===== src/rtl/cti8_pkg.sv =====
// Purpose: shared types and constants for the interrupt entry sequencer.
// Latency: n/a (package only).
// Backpressure: n/a (package only).
package cti8_pkg;

   // Encodings are visible on the debug state port, so they are pinned explicitly.
   typedef enum logic [3:0] {
      ST_IDLE   = 4'd0,
      ST_PUSH_H = 4'd1,
      ST_PUSH_L = 4'd2,
      ST_PUSH_F = 4'd3,
      ST_VEC_LO = 4'd4,
      ST_VEC_HI = 4'd5,
      ST_LOAD   = 4'd6,
      ST_RV_LO  = 4'd7,
      ST_RV_HI  = 4'd8
   } seq_state_t;

   // Vector low-byte addresses; the high byte always sits at +1.
   localparam logic [15:0] VEC_NMI_ADDR = 16'hFFFA;
   localparam logic [15:0] VEC_RST_ADDR = 16'hFFFC;
   localparam logic [15:0] VEC_IRQ_ADDR = 16'hFFFE;

   // High address byte for stack accesses.
   localparam logic [7:0]  STACK_PAGE_DEF = 8'h01;

endpackage


===== src/rtl/interrupt_sequencer.sv =====
// Purpose: runs the interrupt/reset entry micro-sequence (push PCH, PCL, flags; fetch vector; load PC).
// Latency: entry to pc_load is 6 enabled cycles; reset release to pc_load is 3 enabled cycles.
// Backpressure: clk_en stalls every register; pulses are qualified by clk_en so a stall never repeats them.
//
// Ports:
//   clk, rst            clock, asynchronous active-high reset (lands in the reset-vector fetch)
//   clk_en              step enable
//   int_req, nmi_req    interrupt request and vector select from the interrupt latch logic
//   instr_done          CPU is at an instruction boundary this enabled cycle
//   pc, flags, sp       CPU context to push; sp points at the next free stack byte
//   data_in             memory read data for bus_addr, same cycle
//   intHold             sequencer owns the bus, core stalls; its rising edge clears upstream latches
//   bus_addr/wdata/we   memory bus while intHold
//   sp_dec              core decrements sp (one per push)
//   set_iflag, pc_load  core sets I flag / loads pc_new
//   pc_new              vector value assembled from the two reads
//   state               current state encoding
module interrupt_sequencer
   import cti8_pkg::*;
#(
   parameter logic [15:0] VEC_NMI    = VEC_NMI_ADDR,
   parameter logic [15:0] VEC_RST    = VEC_RST_ADDR,
   parameter logic [15:0] VEC_IRQ    = VEC_IRQ_ADDR,
   parameter logic [7:0]  STACK_PAGE = STACK_PAGE_DEF
) (
   input  logic        clk,
   input  logic        rst,
   input  logic        clk_en,
   input  logic        int_req,
   input  logic        nmi_req,
   input  logic        instr_done,
   input  logic [15:0] pc,
   input  logic [7:0]  flags,
   input  logic [7:0]  sp,
   input  logic [7:0]  data_in,
   output logic        intHold,
   output logic [15:0] bus_addr,
   output logic [7:0]  bus_wdata,
   output logic        bus_we,
   output logic        sp_dec,
   output logic        set_iflag,
   output logic        pc_load,
   output logic [15:0] pc_new,
   output logic [3:0]  state
);

   seq_state_t  cur_state, nxt_state;
   logic        nmi_sel_q, nmi_sel_d;
   logic        push, load, cap_lo, cap_hi;
   logic [15:0] vec;

   // Vector choice is frozen at entry; a late NMI stays pending upstream.
   assign vec   = nmi_sel_q ? VEC_NMI : VEC_IRQ;
   assign state = cur_state;

   always_ff @(posedge clk or posedge rst) begin
      if (rst) begin
         cur_state <= ST_RV_LO;
         nmi_sel_q <= 1'b0;
         pc_new    <= 16'h0000;
      end else if (clk_en) begin
         cur_state <= nxt_state;
         nmi_sel_q <= nmi_sel_d;
         if (cap_lo) pc_new[7:0]  <= data_in;
         if (cap_hi) pc_new[15:8] <= data_in;
      end
   end

   always_comb begin
      nxt_state = cur_state;
      nmi_sel_d = nmi_sel_q;
      intHold   = 1'b1;
      bus_addr  = 16'h0000;
      bus_wdata = 8'h00;
      push      = 1'b0;
      load      = 1'b0;
      cap_lo    = 1'b0;
      cap_hi    = 1'b0;

      case (cur_state)
         ST_IDLE: begin
            intHold = 1'b0;
            if (int_req && instr_done) begin
               nmi_sel_d = nmi_req;
               nxt_state = ST_PUSH_H;
            end
         end
         // sp is taken live each push: the core applies sp_dec before the next enabled edge.
         ST_PUSH_H: begin
            bus_addr  = {STACK_PAGE, sp};
            bus_wdata = pc[15:8];
            push      = 1'b1;
            nxt_state = ST_PUSH_L;
         end
         ST_PUSH_L: begin
            bus_addr  = {STACK_PAGE, sp};
            bus_wdata = pc[7:0];
            push      = 1'b1;
            nxt_state = ST_PUSH_F;
         end
         ST_PUSH_F: begin
            bus_addr  = {STACK_PAGE, sp};
            bus_wdata = flags;
            push      = 1'b1;
            nxt_state = ST_VEC_LO;
         end
         ST_VEC_LO: begin
            bus_addr  = vec;
            cap_lo    = 1'b1;
            nxt_state = ST_VEC_HI;
         end
         ST_VEC_HI: begin
            bus_addr  = vec + 16'd1;
            cap_hi    = 1'b1;
            nxt_state = ST_LOAD;
         end
         // Shared tail for the interrupt and reset paths.
         ST_LOAD: begin
            load      = 1'b1;
            nxt_state = ST_IDLE;
         end
         ST_RV_LO: begin
            bus_addr  = VEC_RST;
            cap_lo    = 1'b1;
            nxt_state = ST_RV_HI;
         end
         ST_RV_HI: begin
            bus_addr  = VEC_RST + 16'd1;
            cap_hi    = 1'b1;
            nxt_state = ST_LOAD;
         end
         default: begin
            intHold   = 1'b0;
            nxt_state = ST_IDLE;
         end
      endcase

      bus_we    = push & clk_en;
      sp_dec    = push & clk_en;
      pc_load   = load & clk_en;
      set_iflag = load & clk_en;
   end

endmodule


===== config.mk =====
export PLATFORM = sky130hd
export DESIGN_NAME = interrupt_sequencer
export DESIGN_NICKNAME = d
export VERILOG_FILES = /design/src/rtl/cti8_pkg.sv /design/src/rtl/interrupt_sequencer.sv
export SDC_FILE = /design/constraint.sdc
export NUM_CORES = 1
export LEC_CHECK = 0
export BUFFER_PORTS_ARGS = -buffer_cell sky130_fd_sc_hd__buf_2
export CELL_PAD_IN_SITES_DETAIL_PLACEMENT = 0
export CELL_PAD_IN_SITES_GLOBAL_PLACEMENT = 1
export CORE_MARGIN = 2
export CORE_UTILIZATION = 31
export DETAILED_ROUTE_END_ITERATION = 7
export PLACE_DENSITY = 0.81
export SYNTH_ARGS = -nofsm -noshare
export SYNTH_HDL_FRONTEND = slang
export SYNTH_SLANG_ARGS = --single-unit

===== constraint.sdc =====
create_clock -name clk -period 2.04 [get_ports clk]
set_input_delay 0.306 -clock clk [delete_from_list [all_inputs] [get_ports clk]]
set_output_delay 0.306 -clock clk [all_outputs]
set_load 0.05 [all_outputs]

==> results.sh <==
export IMPL_ys_ff_latch=21
export IMPL_vias=1719
export IMPL_portBuffers=94
export IMPL_die_h_um=76.5
export IMPL_cp_top_family="flip-flops"
export IMPL_finalInstanceArea_sq_um=2810
export IMPL_die_x_um=76.5
export IMPL_maxCapViolCount=0
export IMPL_clk_latency_ns=0.26
export IMPL_cp_cell_sequence="buf_6, buf_6, mux2_4, a221oi_2, o21ai_2, buf_6"
export IMPL_yosysUniqueCellTypes=43
export IMPL_setup_viol=5
export IMPL_status="complete, but fails checks"
export IMPL_synth_edf_count=0
export IMPL_start_util_pct=31.9
export IMPL_vias_per_cell=4.90
export IMPL_hold_buffers=0
export IMPL_fin_ws_ns=-0.0149
export IMPL_cp_common_cell="buf_6"
export IMPL_grt_usage_pct=16.1
export IMPL_period_share_pct=101
export IMPL_reg2reg_setup_slack_ns=0.12
export IMPL_hold_viol=0
export IMPL_failed_checks="setup timing"
export IMPL_synthFlopType="dfrtp_1"
export IMPL_drc=0
export IMPL_post_drt_wl_per_cell_um=14.3
export IMPL_htreeDepth=1
export IMPL_ys_warn_count=0
export IMPL_netlist_instances=180
export IMPL_critical_path_max_stage_delay_ns=0.49
export IMPL_drtAntennaViolNets=0
export IMPL_die_area_sq_um=5860
export IMPL_clk_pin_slew_worst_paths_ns=0.08
export IMPL_area_growth_pct=72.1
export IMPL_fp_coreArea_sq_um=5110
export IMPL_first_iter_violations=87
export IMPL_antenna_found_initial=0
export IMPL_layout_commonest_cell="buf_2"
export IMPL_diodes=0
export IMPL_cts_buffer_depth=2
export IMPL_cts_buffers=3
export IMPL_nNetsFinal=328
export IMPL_cp_num_buf_inv=3
export IMPL_crit_required_ns=1.73
export IMPL_async_flop_share_pct=100
export IMPL_grt_overflow=0
export IMPL_routed_wl_um=5040
export IMPL_grt_setup_unrepaired="true"
export IMPL_grt_pass1_vias=1626
export IMPL_clock_root_buffer="clkbuf_8"
export IMPL_io_pins=95
export IMPL_grt_max_degree=22
export IMPL_hp_class="primary input to asynchronous set/reset pin"
export IMPL_post_route_min_period_ns=2.05
export IMPL_path_class="flop to output pin"
export IMPL_fmaxAchievable_mhz=487
export IMPL_layout_drive_gt1_share_pct=69.0
export IMPL_dr_pass1_iters=5
export IMPL_grt_pass1_wl_um=7760
export IMPL_dpl_cell_area_sq_um=2350
export IMPL_hpwl_um=3480
export IMPL_place_congestion=0.741
export IMPL_path_max_fanout=8
export IMPL_rows=26
export IMPL_synth_avg_cell_area_sq_um=9.06
export IMPL_finClkSkew_ns=0.00474
export IMPL_start_kind="flop"
export IMPL_hold_ws_ns=0.0574
export IMPL_ys_seq_area_share_pct=32.4
export IMPL_worstMarginPinSlew_ns=0.320
export IMPL_clock_sinks=21
export IMPL_relSlewSlack_pct=78.7
export IMPL_post_place_ws_ns=0.0881
export IMPL_final_cell_mix="buf_2, buf_4, buf_6"
export IMPL_cts_tree="done"
export IMPL_cp_data_arrival_time_ns=1.75
export IMPL_slew_viol_final=0
export IMPL_crit_slowest_cell="dfstp_4"
export IMPL_syn_area_sq_um=1630
export IMPL_critPathCaptureType="output pin"
export IMPL_synth_fp_nets=226
## through the flow
stage | TNS, ns | util (%) | instances
after floorplan | -0.238 | - | 180
after global placement | 0 | 46.0 | 334
after detailed placement | 0 | 46.0 | 334
after CTS | -0.120 | 52.8 | 346
after global routing | -0.974 | 55.0 | 351
final | -0.0478 | 55.0 | 351
## worst paths after layout
path	start	end	cells after the start
setup / recovery	state[1]	bus_addr[2]	6
hold / removal	rst	pc_new[5]	3
setup reg to reg	state[1]	pc_new[2]	7
hold reg to reg	pc_new[13]	pc_new[13]	1
max in group asynchronous	rst	state[2]	3
min in group clk	nmi_req	nmi_sel_q	2
## cell families after synthesis
logic type,after synthesis,synth area share [%]
flip-flops,21,32.4
multiplexers,20,15.6
AO/OA/AOI/OAI,45,19.2
AND/OR/NAND/NOR,51,18.1
XOR/XNOR,2,1.07
buffers and inverters,41,13.5
## routing by layer
layer	vias up	share of wire [%]	GRT usage, %
met3	6	3.9	2.96
met1	839	42	19.6
li1	824	-	-
met4	0	1.4	4.55
met5	-	0	0
met2	50	52	28.8
## synth_stat cells (all sizes together), types with 4 or more instances
cell type | count | share of area (%)
a222oi | 6 | 3.7
a22oi | 8 | 3.7
buf | 22 | 9.1
dfrtp | 18 | 28
inv | 17 | 3.9
mux2 | 20 | 16
nand2 | 4 | 0.92
nand2b | 8 | 3.1
nor2 | 16 | 3.7
nor2b | 6 | 2.5
o21ai | 12 | 4.1
o22ai | 8 | 3.1
## worst reg2reg max path: cells and delay by family, from the launching register on
family	cells	cell delay, ns
XOR/XNOR	1	0.11
buffers and inverters	4	0.58
flip-flops	1	0.64
multiplexers	1	0.32
AND/OR/NAND/NOR	1	0.16
## area by class of cell
cell class                      instances  area, sq um
Fill cell                             463         2300
Inverter                               17         63.8
Sequential cell                        21          538
Multi-Input combinational cell        118         1210
Clock buffer                            4         45.0
Timing Repair Buffer                  121          867
Tap cell                               70         87.6
## registers in the layout, summed over array words and instances (netlist names)
signal / flops
nmi_sel_q: 1
state: 4
pc_new: 16
## timing repair
item / 4_1_cts / 5_1_grt
hold endpoints to repair: 0 / 0
pin swaps: 12 / 13
resized for setup: 63 / 31
endpoints found under the setup margin: 25 / 27
setup buffers: 8 / 5
Power is left out: the tool's default activity adds up to more than one toggle a clock period on the data nets, which glitch-free logic cannot reach.
